==> src/rtl/lif_tdm_if.sv <==
// lif_tdm_if: host/router-side bundle of the LIF TDM scheduler
//   tick, wr_en/wr_idx/wr_i, rd_idx, ev_ready : driven by master
//   rd_v, busy, sweep_done, ev_valid, ev_idx, tick_ovr : driven by slave
interface lif_tdm_if #(parameter int IDX_W = 3);
    logic              tick;
    logic              wr_en;
    logic [IDX_W-1:0]  wr_idx;
    logic signed [7:0] wr_i;
    logic [IDX_W-1:0]  rd_idx;
    logic signed [7:0] rd_v;
    logic              busy;
    logic              sweep_done;
    logic              ev_valid;
    logic [IDX_W-1:0]  ev_idx;
    logic              ev_ready;
    logic              tick_ovr;
    modport master (
        output tick, wr_en, wr_idx, wr_i, rd_idx, ev_ready,
        input  rd_v, busy, sweep_done, ev_valid, ev_idx, tick_ovr
    );
    modport slave (
        input  tick, wr_en, wr_idx, wr_i, rd_idx, ev_ready,
        output rd_v, busy, sweep_done, ev_valid, ev_idx, tick_ovr
    );
endinterface

==> src/rtl/lif_tdm_scheduler.sv <==
// lif_tdm_scheduler: one Q4.4 leaky integrate-and-fire datapath shared by N_NEURONS virtual neurons
//   clk   : rising-edge clock
//   rst_n : synchronous active-low reset
//   bus   : lif_tdm_if.slave (tick/current write/debug read/spike event handshake/status)
module lif_tdm_scheduler #(
    parameter int N_NEURONS = 8,
    parameter int IDX_W     = 3,
    parameter int THRESH    = 64,
    parameter int LSH       = 3,
    parameter int V_MAX     = 127,
    parameter int NEG_DRIVE = 16
) (
    input logic     clk,
    input logic     rst_n,
    lif_tdm_if.slave bus
);
    localparam logic [0:0] IDLE  = 1'b0;
    localparam logic [0:0] SWEEP = 1'b1;

    logic [0:0]            state;
    logic [IDX_W-1:0]      cnt;
    logic signed [7:0]     v     [N_NEURONS];
    logic signed [7:0]     i_mem [N_NEURONS];
    logic [N_NEURONS-1:0]  refr;
    logic signed [7:0]     cur_v, cur_i, leak, norm, refv;
    logic signed [9:0]     v10, i10, l10, norm_w, refv_w;
    logic                  cur_r, upd, spike;

    function automatic logic signed [7:0] sat(input logic signed [9:0] x);
        return x > 10'sd127 ? 8'sh7f : (x < -10'sd128 ? 8'sh80 : x[7:0]);
    endfunction

    // Sums are formed 10 bits wide so the threshold tests see the unsaturated value;
    // with THRESH <= 127 that gives the same decision as testing the saturated one.
    always_comb begin
        cur_v  = v[cnt];
        cur_i  = i_mem[cnt];
        cur_r  = refr[cnt];
        leak   = cur_v >>> LSH;
        v10    = cur_v;
        i10    = cur_i;
        l10    = leak;
        norm_w = v10 + i10 - l10;
        refv_w = v10 - l10 - 10'(NEG_DRIVE);
        norm   = sat(norm_w);
        refv   = sat(refv_w);
        spike  = !cur_r && norm_w >= 10'(THRESH);
        // an unaccepted event freezes the sweep in place
        upd    = state == SWEEP && !(bus.ev_valid && !bus.ev_ready);
    end

    assign bus.busy = state == SWEEP;

    always_ff @(posedge clk) begin
        if (!rst_n) begin
            state          <= IDLE;
            cnt            <= '0;
            refr           <= '0;
            bus.rd_v       <= '0;
            bus.sweep_done <= 1'b0;
            bus.ev_valid   <= 1'b0;
            bus.ev_idx     <= '0;
            bus.tick_ovr   <= 1'b0;
            for (int k = 0; k < N_NEURONS; k++) begin
                v[k]     <= '0;
                i_mem[k] <= '0;
            end
        end else begin
            bus.rd_v       <= v[bus.rd_idx];
            bus.sweep_done <= 1'b0;
            if (bus.tick && state == SWEEP) bus.tick_ovr <= 1'b1;
            if (bus.tick && state == IDLE) begin
                state <= SWEEP;
                cnt   <= '0;
            end
            if (upd) begin
                i_mem[cnt] <= '0;
                if (cur_r) begin
                    v[cnt] <= refv;
                    if (refv_w <= 10'(-THRESH)) refr[cnt] <= 1'b0;
                end else if (spike) begin
                    v[cnt]    <= 8'(V_MAX);
                    refr[cnt] <= 1'b1;
                end else begin
                    v[cnt] <= norm;
                end
                if (cnt == IDX_W'(N_NEURONS - 1)) begin
                    state          <= IDLE;
                    bus.sweep_done <= 1'b1;
                end else begin
                    cnt <= cnt + 1'b1;
                end
            end
            // a fresh spike replaces an event accepted in the same cycle
            if (upd && spike) begin
                bus.ev_valid <= 1'b1;
                bus.ev_idx   <= cnt;
            end else if (bus.ev_valid && bus.ev_ready) begin
                bus.ev_valid <= 1'b0;
            end
            // placed after the clear so a same-cycle write survives into the next sweep
            if (bus.wr_en && 32'(bus.wr_idx) < N_NEURONS) i_mem[bus.wr_idx] <= bus.wr_i;
        end
    end
endmodule
==> src/flat_wrapper.sv <==
// flat-port wrapper written by rule: the top's interface ports become plain ports
module lif_tdm_scheduler_flat 
#(
    parameter int N_NEURONS = 8,
    parameter int IDX_W     = 3,
    parameter int THRESH    = 64,
    parameter int LSH       = 3,
    parameter int V_MAX     = 127,
    parameter int NEG_DRIVE = 16
)
  (clk, rst_n, bus_tick, bus_wr_en, bus_wr_idx, bus_wr_i, bus_rd_idx, bus_ev_ready, bus_rd_v, bus_busy, bus_sweep_done, bus_ev_valid, bus_ev_idx, bus_tick_ovr);
  lif_tdm_if #(.IDX_W(IDX_W)) bus_i ();
  input logic clk;
  input logic rst_n;
  input wire logic [$bits(bus_i.tick)-1:0] bus_tick;
  input wire logic [$bits(bus_i.wr_en)-1:0] bus_wr_en;
  input wire logic [$bits(bus_i.wr_idx)-1:0] bus_wr_idx;
  input wire logic [$bits(bus_i.wr_i)-1:0] bus_wr_i;
  input wire logic [$bits(bus_i.rd_idx)-1:0] bus_rd_idx;
  input wire logic [$bits(bus_i.ev_ready)-1:0] bus_ev_ready;
  output wire logic [$bits(bus_i.rd_v)-1:0] bus_rd_v;
  output wire logic [$bits(bus_i.busy)-1:0] bus_busy;
  output wire logic [$bits(bus_i.sweep_done)-1:0] bus_sweep_done;
  output wire logic [$bits(bus_i.ev_valid)-1:0] bus_ev_valid;
  output wire logic [$bits(bus_i.ev_idx)-1:0] bus_ev_idx;
  output wire logic [$bits(bus_i.tick_ovr)-1:0] bus_tick_ovr;
  assign bus_i.tick = bus_tick;
  assign bus_i.wr_en = bus_wr_en;
  assign bus_i.wr_idx = bus_wr_idx;
  assign bus_i.wr_i = bus_wr_i;
  assign bus_i.rd_idx = bus_rd_idx;
  assign bus_i.ev_ready = bus_ev_ready;
  assign bus_rd_v = bus_i.rd_v;
  assign bus_busy = bus_i.busy;
  assign bus_sweep_done = bus_i.sweep_done;
  assign bus_ev_valid = bus_i.ev_valid;
  assign bus_ev_idx = bus_i.ev_idx;
  assign bus_tick_ovr = bus_i.tick_ovr;
  lif_tdm_scheduler #(.N_NEURONS(N_NEURONS), .IDX_W(IDX_W), .THRESH(THRESH), .LSH(LSH), .V_MAX(V_MAX), .NEG_DRIVE(NEG_DRIVE)) u_core (.clk(clk), .rst_n(rst_n), .bus(bus_i));
endmodule
==> config.mk <==
export PLATFORM = sky130hd
export DESIGN_NAME = lif_tdm_scheduler_flat
export DESIGN_NICKNAME = d
export VERILOG_FILES = /design/src/rtl/lif_tdm_if.sv /design/src/rtl/lif_tdm_scheduler.sv /design/src/flat_wrapper.sv
export SDC_FILE = /design/constraint.sdc
export NUM_CORES = 1
export LEC_CHECK = 0
export BUFFER_PORTS_ARGS = -buffer_cell sky130_fd_sc_hd__buf_2
export CAP_MARGIN = 20
export CORE_UTILIZATION = 44
export CTS_CLUSTER_DIAMETER = 60
export DETAILED_ROUTE_END_ITERATION = 8
export MAX_ROUTING_LAYER = met4
export SLEW_MARGIN = 20
export SYNTH_ARGS = -nofsm -noshare
export SYNTH_HDL_FRONTEND = slang
export SYNTH_SLANG_ARGS = --single-unit
==> constraint.sdc <==
create_clock -name clk -period 5.4 [get_ports clk]
set_input_delay 0.27 -clock clk [delete_from_list [all_inputs] [get_ports clk]]
set_output_delay 0.27 -clock clk [all_outputs]
set_load 0.005 [all_outputs]
Word level (Yosys, flattened, before mapping)

Memories as Yosys holds them, arrays and structs flattened. A register that Yosys moved wholly into a read port is not among the register bits.
Index checks and enable logic that the tools add are counted.

Flip-flop bits (word level): 18
Bits in writable memories: 128
Bits of input ports: 19
Output and inout bits: 15
Memories: 2

Memory list:

| memory       | depth | width | read ports | clocked after memory_dff | write ports | line                    | RTL |
|---|---|---|---|---|---|---|---|
| u_core.i_mem | 8     | 8     | 1          | 1                        | 8           | lif_tdm_scheduler.sv:23 | `logic signed [7:0] i_mem [N_NEURONS];` |
| u_core.v     | 8     | 8     | 2          | 2                        | 8           | lif_tdm_scheduler.sv:22 | `logic signed [7:0] v [N_NEURONS];` |

$add $sub $neg: 5
$lt $le $gt $ge: 8
Equal/unequal tests: 2
Mux-type cells: 54
Bitwise logic cells: 6
Reduce and logical (&&, ||, !) cells: 19

Operators by type and width:

| kind                    | count |
|---|---|
| $mux W8                 | 12 |
| $mux W1                 | 32 |
| $mux W3                 | 8 |
| $reduce_or A8 Y1        | 3 |
| $gt A10 B8 Y1 const B   | 2 |
| $lt A10 B8 Y1 const B   | 2 |
| $ge A10 B8 Y1 const B   | 1 |
| $le A10 B7 Y1 const B   | 1 |
| $sub A10 B6 Y10 const B | 1 |
| $sub A9 B5 Y10          | 1 |
| $add A8 B8 Y9           | 1 |
| $sub A8 B5 Y9           | 1 |
| $and A8 B8 Y8           | 1 |
| $logic_and A1 B1 Y1     | 8 |
| $not A8 Y8              | 1 |
| $or A8 B8 Y8            | 1 |
| $logic_not A1 Y1        | 4 |
| $lt A3 B4 Y1 const B    | 1 |
| $reduce_bool A2 Y1      | 2 |
| $add A3 B1 Y3 const B   | 1 |
| $bmux W1 S3             | 1 |
| $demux W1 S3            | 1 |
| $eq A3 B3 Y1 const B    | 1 |
| $ge A3 B1 Y1 const B    | 1 |
| 5 further kinds         | 6 |

Logic depth before layout (Yosys ltp)

Gate-level depths: netlist of run 1.

Depth in word-level cells: 13
Gate-level depth with buffers: 22

Least setup slack after synthesis of run 1

OpenSTA, ideal clock, no wires.

Path kind: register to register
From: register u_core.cnt[0]
To: memory u_core.v[5][4] (data pin)
Setup time: 0.141 ns
Arrival: 4.631 ns
Data required time: 5.259 ns
Path slack: 0.628 ns
Stages on the path, launching flop included: 19
Path through: dfxtp_1 -> clkbuf_1 -> clkbuf_1 -> nand2_1 -> nor2_2 -> clkbuf_1 -> a22oi_1 -> and4_1 -> inv_1 -> fa_1 -> fa_1 -> nand2b_1 -> a211oi_1 -> mux2_2 -> and2_4 -> a21bo_1 -> a211oi_4 -> a211oi_4 -> nor2_1

RTL lines:

| what                     | line                    | RTL |
|---|---|---|
| start: declaration       | lif_tdm_scheduler.sv:21 | `logic [IDX_W-1:0] cnt;` |
| start signal: assignment | lif_tdm_scheduler.sv:91 | `cnt <= cnt + 1'b1;` |
| end: declaration         | lif_tdm_scheduler.sv:22 |  |

==> run metrics, run 1 <==
R2R setup slack=300 ps; setup total negative slack=0 ps; core area=18,700 sq um; worst-margin pin slew=1070 ps; Port Buf Inserts=33; Hold Buf Count CTS=0; Worst Path Arrival=5380 ps; Starting DRT DRC Count=600; skew final=10.5 ps; status=completed; Final Hold Fails=0; grt ovf=0; hold path start=bus_tick; Max-cap violations=0; Compound-Gate Fraction of Synth Area=14.6%; worst path required time=5680 ps; Synth async-reset ratio=0%; wire length of the first global-routing pass=36,000 microns; CTS clk-pin slew, worst paths=60 ps; Setup crit start=u_core.cnt[2]$_SDFF_PN0_; crit-path leading delay family=compound AO/OA/AOI/OAI gates; syn nets=777; vias per cell=6.09; n_diodes=0; GRT busiest layer=met2; Cell Area, Placed=8880 sq um; Hold WC Path Type=in -> reg; fin crit share=94.5%; CP Capture Type=flop; post-synthesis mux area share=6.17%; Tmin final=5100 ps; Synth Area in XOR/XNOR=0.818%; Die Wd=140 microns; initial antenna violation count=0; largest net degree at the start of global routing=25; area delta synth->final=12.4%; largest family of logic cells by synthesized area=simple AND/OR/NAND/NOR gates; via count=6,204; Rows=50; synth warn=0; GR Util met2=40.9%; Worst-Skew Late Latency=430 ps; final hold slack=117 ps; H-tree lvl count=4; Root Driver=clkbuf_16; die area=19,700 sq um; cell chain of the critical path=and3b_1 > buf_4 > a22o_1 > a221oi_1 > and3_1 > ha_1 > inv_1 > ha_1 > inv_1 > fa_1 > nand2b_1 > a211oi_1 > mux2_2 > and2_4 > a21bo_1 > a211oi_4 > a211oi_4 > buf_4 > nor2_1; Synth Area in Simple Gates=17.9%; post-synthesis sequential element count=154; main flop type after synthesis=edfxtp_1; Synth Area in Adders=5.32%; critical path's slowest cell=dfxtp_1; CP Launch Type=flop; Routability Congestion=0.898; Critical R2R Launch=u_core.cnt[2]$_SDFF_PN0_; CTS tree=built; unrepaired setup endpoints after global routing=false; post-synth cell types=78; placed wire-length estimate=16,800 microns; Antenna Nets Post-Route=0; Worst IR Drop VDD=0.000284 V; Crit Path Category=reg -> reg; Max-slew headroom=28.0%; cells after synthesis=727; layout cells sized above 1=18.9%; Die H=140 microns; number of synthesized flops with an enable pin=128; Global Route met3 Usage=5.44%; Mapped Area=8410 sq um; Max clock buf depth=2; # setup viols final=0; TritonCTS buffer count=17; Starting Density=45.0%; Slew Limit Fails=0; number of global-route vias before repair=6,207; Pre-Repair DR Iteration Count=5; worst-path fanout max=11; Total Routed Length=23,900 microns; PwrDens=504 nW/um^2; register area share after synthesis=51.9%; Final Instance Area=9460 sq um; leakage=0.00355 uW; # clock sinks=154; Critical Path Max Stage Delay=520 ps; Fmax=196 MHz; drt drc=0; Avg WL per Cell=23.5 microns; I/O Pins=34; post-layout util=50.6%; Nets=821; syn_area_per_cell=11.6 sq um; GRT Overall Usage=26.1%; worst path bufs/invs=4; GR Util met1=32.7%
path summary, 6_finish.rpt:
kind	cells past startpoint	endpoint
setup / recovery	19	u_core.v[2][4]$_SDFFCE_PN0P_
hold reg to reg	2	u_core.bus.ev_idx[0]$_SDFFE_PN0P_
setup reg to reg	19	u_core.v[2][4]$_SDFFCE_PN0P_
hold / removal	3	u_core.bus.tick_ovr$_SDFFE_PN0P_
repair_timing:
action,in CTS,in global routing
setup endpoints to repair,0,26
buffers inserted,0,1
resized for setup,0,3
layout make-up:
type,count,area [sq um]
inverter,28,105
timing repair buffer,56,350
sequential,154,4370
fill,1604,9250
clock inverter,15,140
tap,234,293
multi-input combinational,514,3780
clock buffer,17,425
tightest hold or removal path, stage by stage:
cell,delay [ps]
buf_2,110
a21oi_1,60
nor2_1,70
layout by cell type, fill, tap and decap left out, types with 6 or more instances in the layout:
cell type / netlist / routed
nand2_1: 41 / 41
a22oi_1: 51 / 51
o21ai_1: 14 / 14
edfxtp_1: 128 / 128
buf_4: 1 / 22
ha_1: 23 / 23
and3_1: 8 / 8
and4_1: 9 / 9
or2_2: 12 / 12
and2_1: 69 / 69
nor2_1: 95 / 95
inv_1: 28 / 28
a21oi_1: 22 / 22
mux4_2: 18 / 18
nand3_1: 7 / 7
clkbuf_16: 0 / 17
dfxtp_1: 26 / 24
nand2b_1: 10 / 10
o211ai_1: 6 / 6
fa_1: 8 / 8
buf_2: 4 / 33
mux2i_1: 8 / 8
synth_stat cells, types with 4 or more instances:
cell | count | area share (%)
a211oi_1 | 6 | 0.54
a21o_1 | 5 | 0.45
a21oi_1 | 22 | 1.3
a221oi_1 | 5 | 0.52
a22o_1 | 5 | 0.52
a22oi_1 | 51 | 4.6
a31oi_1 | 4 | 0.30
and2_1 | 69 | 5.1
and3_1 | 8 | 0.59
and4_1 | 9 | 0.94
buf_2 | 4 | 0.24
buf_6 | 5 | 0.67
clkbuf_1 | 17 | 0.76
dfxtp_1 | 26 | 6.2
edfxtp_1 | 128 | 46
fa_1 | 8 | 1.9
ha_1 | 23 | 3.4
inv_1 | 28 | 1.2
mux2i_1 | 8 | 0.95
mux4_2 | 18 | 4.8
nand2_1 | 41 | 1.8
nand2_2 | 5 | 0.37
nand2b_1 | 10 | 0.74
nand3_1 | 7 | 0.42
nor2_1 | 95 | 4.2
nor3_1 | 5 | 0.30
o211ai_1 | 6 | 0.54
o21a_1 | 5 | 0.45
o21ai_1 | 14 | 0.83
o22ai_1 | 5 | 0.37
or2_2 | 12 | 0.89
per-layer routing:
layer  routed length (microns)  vias up  share of wire, %
met5                         0        -                 0
met4                       750        0               3.1
met3                      1870       58               7.8
met2                     11200      319                47
met1                     10100     3035                42
li1                          -     2792                 -
report_power, final:
part / leakage [uW] / internal (uW) / switching [uW]
Combinational: 0.00177 / 801 / 1390
Clock: 0.000270 / 641 / 518
Sequential: 0.00151 / 1370 / 38.3
Total: 0.00355 / 2810 / 1950
stage by stage:
stage | instances | total power [uW] | setup WS (ps)
after detailed placement | 985 | 3560 | 277
after CTS | 1017 | 4700 | 238
final | 1018 | 4760 | 297
after global placement | 985 | 3510 | 384
after floorplan | 727 | 2970 | 628
after global routing | 1018 | 4990 | 6.80
sequential cells by signal, summed over array words and instances, names as in the netlist, named ones only:
signal	flops
u_core.bus.rd_v	8
u_core.bus.busy	1
u_core.bus.tick_ovr	1
u_core.cnt	3
u_core.i_mem	64
u_core.bus.ev_valid	1
u_core.v	64
u_core.bus.sweep_done	1
u_core.bus.ev_idx	3
cells by family after synthesis:
family | after synthesis
muxes | 28
DFF | 154
adders and majority gates | 31
xor gates and xnor gates | 7
and+or+nand+nor | 288
buffers and inverters | 59
AOI/OAI and AO/OA | 160
No activity file was read; power rests on OpenSTA's default activity.
==> inputs of run 2 (changes only) <==
--- a/config.mk
+++ b/config.mk
@@ -11,6 +11,9 @@
 export CTS_CLUSTER_DIAMETER = 60
 export DETAILED_ROUTE_END_ITERATION = 8
 export MAX_ROUTING_LAYER = met4
+export RECOVER_POWER = 100
+export SKIP_CTS_REPAIR_TIMING = 1
+export SKIP_LAST_GASP = 1
 export SLEW_MARGIN = 20
 export SYNTH_ARGS = -nofsm -noshare
 export SYNTH_HDL_FRONTEND = slang
==> run 2 against run 1 <==
  * Final cell count unchanged
  * Cell area decreased by 0.38%
  * Critical path depth unchanged
  * Non-clock buffer count unchanged
  * Combinational power about the same
  * Fmax decreased by 0.56%
  * Total power decreased by 0.34%
  * Utilization decreased by 0.19 points
  * Via count decreased by 0.32%
  * Die area unchanged
==> run metrics, run 2 (synthesis gave the netlist of run 1 again) <==
status=completed; commonest non-fill, non-tap cells in the layout=128 x edfxtp_1, 95 x nor2_1, 51 x a22oi_1; most common cell after layout, fill and taps aside=edfxtp_1; Slew Limit Fails=0 (unchanged); GRT busiest layer=met2; cell chain of the critical path=nor2_1 > and2_1 > a22oi_1 > and4_1 > inv_1 > ha_1 > inv_1 > ha_1 > inv_1 > fa_1 > nand2b_1 > a211oi_1 > mux2_2 > and2_4 > a21bo_1 > a211oi_4 > a211oi_4 > buf_4 > nor2_1; Antenna Nets Post-Route=0 (unchanged); biggest regs=u_core.i_mem (64), u_core.v (64), u_core.bus.rd_v (8); Port Buf Inserts=33 (unchanged); Fmax=195 MHz (-0.56%); Hold WC Path Type=in -> reg; Max clock buf depth=2 (unchanged); number of global-route vias before repair=6,207 (unchanged); n_diodes=0 (unchanged); worst path required time=5680 ps (about the same); # setup viols final=0 (unchanged); Rows=50 (unchanged); worst path bufs/invs=4 (unchanged); Worst-Skew Late Latency=430 ps (about the same); grt ovf=0 (unchanged); leakage=0.00342 uW (-3.5%); Nets=821 (unchanged); Tmin final=5130 ps (+28.8 ps); total power=4750 uW (-0.34%); worst-margin pin slew=1410 ps (+341 ps); Crit Path Category=reg -> reg; wire length of the first global-routing pass=36,000 microns (unchanged); CTS clk-pin slew, worst paths=60 ps (about the same); Starting DRT DRC Count=546 (-9.0%); I/O Pins=34 (unchanged); PwrDens=504 nW/um^2 (about the same); post-layout util=50.4% (-0.19 points); Max-slew headroom=5.82% (-22 points); unrepaired setup endpoints after global routing=true; Worst Path Arrival=5410 ps (+30 ps); Root Driver=clkbuf_16; area delta synth->final=12.0%; worst-path fanout max=12 (+1); placed wire-length estimate=16,800 microns (unchanged); TritonCTS buffer count=17 (unchanged); placed cells=985 (unchanged); Global Route met3 Usage=5.44% (unchanged); critical path's slowest cell=dfxtp_1; skew final=8.35 ps (-2.14 ps); CP Capture Type=flop; most frequent cell on the critical path=inv_1; Total Routed Length=23,900 microns (about the same); Pre-Repair DR Iteration Count=7 (+2); H-tree lvl count=4 (unchanged); Final Hold Fails=0 (unchanged); GR Util met2=40.9% (unchanged); Max-cap violations=0 (unchanged); layout cells sized above 1=15.4% (-3.4 points); Critical Path Max Stage Delay=540 ps (+20 ps); Die H=140 microns (unchanged); # clock sinks=154 (unchanged); GR Util met1=32.7% (unchanged); Die Wd=140 microns (unchanged); via count=6,184 (-0.32%); crit-path leading delay family=compound AO/OA/AOI/OAI gates; fin crit share=95.0% (+0.53 points); die area=19,700 sq um (unchanged); Starting Density=45.0% (unchanged); largest net degree at the start of global routing=25 (unchanged); initial antenna violation count=0 (unchanged); CTS tree=built; core area=18,700 sq um (unchanged); GRT Overall Usage=26.1% (unchanged); Avg WL per Cell=23.5 microns (about the same); drt drc=0 (unchanged); CP Launch Type=flop; setup total negative slack=0 ps (unchanged); Post-Layout Cell Count=1,018 (unchanged); Worst IR Drop VDD=0.000282 V (-0.54%); Routability Congestion=0.898 (unchanged); vias per cell=6.07 (-0.32%)
-- run 2: changes by cell type in the layout (fill, tap and decap cells not counted), sizes merged --
cell | previous run | this run
buf | 56 | 40
clkbuf | 17 | 33
-- run 2: layer usage --
| metal | routed length, microns | up-vias |
|---|---|---|
| met3 | 1730 | 48 |
| met2 | 11400 | 282 |
| met5 | 0 | - |
| li1 | - | 2792 |
| met1 | 10200 | 3062 |
| met4 | 659 | 0 |
-- run 2: path summary, 6_finish.rpt --
check                                         start                           endpoint  slack (ps)  cells past startpoint
setup / recovery           u_core.cnt[1]$_SDFF_PN0_       u_core.v[2][4]$_SDFFCE_PN0P_         270                     19
hold / removal                             bus_tick   u_core.bus.tick_ovr$_SDFFE_PN0P_         120                      3
setup reg to reg           u_core.cnt[1]$_SDFF_PN0_       u_core.v[2][4]$_SDFFCE_PN0P_         270                     19
hold reg to reg   u_core.bus.ev_idx[0]$_SDFFE_PN0P_  u_core.bus.ev_idx[0]$_SDFFE_PN0P_         460                      2
-- run 2: power breakdown --
| part | switching, uW | internal, uW | leakage, uW |
|---|---|---|---|
| clock | 518 | 641 | 0.000270 |
| sequential | 38.7 | 1370 | 0.00151 |
| combinational | 1390 | 786 | 0.00164 |
| total | 1950 | 2800 | 0.00342 |
-- run 2: layout make-up --
type	count	area, sq um
clock buffers	17	425
clock inverters	15	140
fillers	1620	9290
inverters	28	105
multi-input cells	514	3770
flip-flops and latches	154	4370
well taps	234	293
repair buffers	56	325
-- run 2: per-stage QoR --
step | setup WS [ps] | area (sq um) | hold WS (ps)
CTS | 238 | 9440 | 106
finish | 268 | 9420 | 118
detailed placement | 277 | 8880 | 451
global placement | 384 | 8880 | 446
floorplan | 628 | 8410 | 409
global route | -12.4 | 9420 | 138
-- run 2: worst register-to-register path: cells and delay by family (launching register included) --
kind | cells | cell delay [ps]
AOI/OAI and AO/OA | 5 | 1420
adders and majority gates | 3 | 960
buffers and inverters | 4 | 450
DFF | 1 | 540
muxes | 1 | 380
and+or+nand+nor | 6 | 1240
==> inputs of run 3 (changes only) <==
--- a/config.mk
+++ b/config.mk
@@ -7,10 +7,11 @@
 export LEC_CHECK = 0
 export BUFFER_PORTS_ARGS = -buffer_cell sky130_fd_sc_hd__buf_2
 export CAP_MARGIN = 20
-export CORE_UTILIZATION = 44
+export CORE_UTILIZATION = 60
 export CTS_CLUSTER_DIAMETER = 60
 export DETAILED_ROUTE_END_ITERATION = 8
 export MAX_ROUTING_LAYER = met4
+export PLACE_DENSITY = 0.78
 export RECOVER_POWER = 100
 export SKIP_CTS_REPAIR_TIMING = 1
 export SKIP_LAST_GASP = 1
==> run 3 against run 2 <==
  * Global-route usage up 8.6 points
  * Via count grew 4.8%
  * Total power fell by 1.4%
  * First-iteration DRC count grew 47%
  * Final cell count shrank 6.3%
  * Sequential power about the same
  * Setup slack lost 47 ps
  * Sequential share of layout area rose by 0.67 points
  * Critical path depth fell by 2
==> run metrics, run 3 (synthesis gave the netlist of run 1 again) <==
status=completed; Fmax=193 MHz (-0.90%); Die H=120 microns (-14%); Layout fillers=989 (-39%); Port Buf Inserts=33 (unchanged); Die Wd=120 microns (-14%); Tmin final=5180 ps (+46.9 ps); Critical R2R Launch=u_core.cnt[0]$_SDFF_PN0_; most common cell after layout, fill and taps aside=edfxtp_1; Worst IR Drop VDD=0.000282 V (about the same); Max clock buf depth=2 (unchanged); R2R cell count=17 (-2); leakage=0.00339 uW (-1.0%); cell chain of the critical path=and3b_1 > a22oi_1 > and4_1 > inv_1 > ha_1 > inv_1 > ha_1 > inv_1 > fa_1 > nand2b_1 > a211oi_1 > mux2_1 > and2_4 > a32oi_2 > nor2_1 > a211oi_4 > nor2_1; die area=14,500 sq um (-26%); PwrDens=504 nW/um^2 (about the same); CP Launch Type=flop; worst-path fanout max=12 (unchanged); critical path's slowest cell=and3b_1; Cell Area, Placed=8750 sq um (-1.4%); setup total negative slack=0 ps (unchanged); Root Driver=clkbuf_16; n_diodes=0 (unchanged); CP Capture Type=flop; Rows=42 (-16%); Routability Congestion=0.974 (+8.5%); core area=13,500 sq um (-28%); Max-cap violations=0 (unchanged); layout cells sized above 1=14.0% (-1.4 points); fin crit share=95.9% (+0.87 points); worst path required time=5570 ps (-110 ps); biggest regs=u_core.i_mem (64), u_core.v (64), u_core.bus.rd_v (8); GRT Overall Usage=34.7% (+8.6 points); vias per cell=6.79 (+12%); largest net degree at the start of global routing=25 (unchanged); area delta synth->final=10.4%; Worst Path Arrival=5350 ps (-60 ps); TritonCTS buffer count=17 (unchanged); CTS tree=built; Nets=815 (-0.73%); most frequent cell on the critical path=inv_1; Final Hold Fails=0 (unchanged); # clock sinks=154 (unchanged); Max-slew headroom=41.0% (+35 points); Avg WL per Cell=24.3 microns (+3.6%); hold path start=bus_tick; drt drc=0 (unchanged); grt ovf=0 (unchanged); Crit Path Category=reg -> reg; number of global-route vias before repair=6,482 (+4.4%); Hold WC Path Type=in -> reg; H-tree lvl count=4 (unchanged); Antenna Nets Post-Route=0 (unchanged); # setup viols final=0 (unchanged); Starting Density=62.5% (+18 points); CTS clk-pin slew, worst paths=70 ps (about the same); Starting DRT DRC Count=804 (+47%); Final Instance Area=9290 sq um (-1.4%); final hold slack=102 ps (-15.8 ps); hold endpoint=u_core.bus.tick_ovr$_SDFFE_PN0P_; I/O Pins=34 (unchanged); skew final=12.7 ps (+4.36 ps); commonest non-fill, non-tap cells in the layout=128 x edfxtp_1, 95 x nor2_1, 51 x a22oi_1; initial antenna violation count=0 (unchanged); Total Routed Length=23,200 microns (-2.9%); wire length of the first global-routing pass=35,500 microns (-1.5%); post-layout util=69.0% (+19 points); Worst Setup Slack post-DPL=209 ps (-68.0 ps); worst-margin pin slew=884 ps (-529 ps); R2R setup slack=220 ps (-50 ps); Pre-Repair DR Iteration Count=5 (-2); WHS Path Cells=3 (unchanged); placed wire-length estimate=15,500 microns (-7.7%); Slew Limit Fails=0 (unchanged); fin worst setup slack=221 ps (-46.9 ps); via count=6,482 (+4.8%); Critical Path Max Stage Delay=660 ps (+120 ps); Worst-Skew Late Latency=430 ps (about the same); unrepaired setup endpoints after global routing=false; Worst R2R End=u_core.v[6][5]$_SDFFCE_PN0P_
run 3: per-layer routing:
layer,GRT usage [%],vias to the layer above,routed length [microns]
li1,-,2786,-
met1,43.4,3162,8640
met2,54.3,469,11400
met3,8.16,65,2520
met4,14.9,0,653
met5,-,-,0
run 3: worst max-delay path by stage:
stage,from,to,slack [ps]
floorplan,u_core.cnt[0]$_SDFF_PN0_,u_core.v[5][4]$_SDFFCE_PN0P_,630
global placement,u_core.cnt[0]$_SDFF_PN0_,u_core.v[5][5]$_SDFFCE_PN0P_,330
detailed placement,u_core.cnt[0]$_SDFF_PN0_,u_core.v[3][2]$_SDFFCE_PN0P_,210
CTS,u_core.cnt[0]$_SDFF_PN0_,u_core.v[3][2]$_SDFFCE_PN0P_,130
global route,u_core.cnt[0]$_SDFF_PN0_,u_core.v[7][6]$_SDFFCE_PN0P_,20
finish,u_core.cnt[0]$_SDFF_PN0_,u_core.v[6][5]$_SDFFCE_PN0P_,220
run 3: per-stage QoR:
step                      std cells  power, uW
final                           954       4680
after global placement          922       3390
after floorplan                 727       2970
after CTS                       954       4650
after detailed placement        922       3460
after global routing            954       4880
run 3: final cells by class:
| class | count | area, sq um | area share (%) |
|---|---|---|---|
| timing repair buffer | 50 | 269 | 2.90 |
| clock buffer | 21 | 440 | 4.74 |
| sequential | 154 | 4370 | 47.0 |
| inverter | 28 | 105 | 1.13 |
| multi-input combinational | 514 | 3740 | 40.3 |
| clock inverter | 11 | 148 | 1.59 |
| tap | 176 | 220 | 2.37 |
run 3: worst max-delay path, delay by kind of cell (launching register included):
kind                     cells  cell delay (ps)
buffers and inverters        3              290
multiplexers                 1              390
AO/OA/AOI/OAI                4             1300
flip-flops                   1              460
adder cells (fa/ha/maj)      3              900
AND/OR/NAND/NOR              6             1580
run 3: power breakdown:
group | switching (uW) | internal (uW)
combinational | 1350 | 715
sequential | 40.8 | 1370
clock | 475 | 725
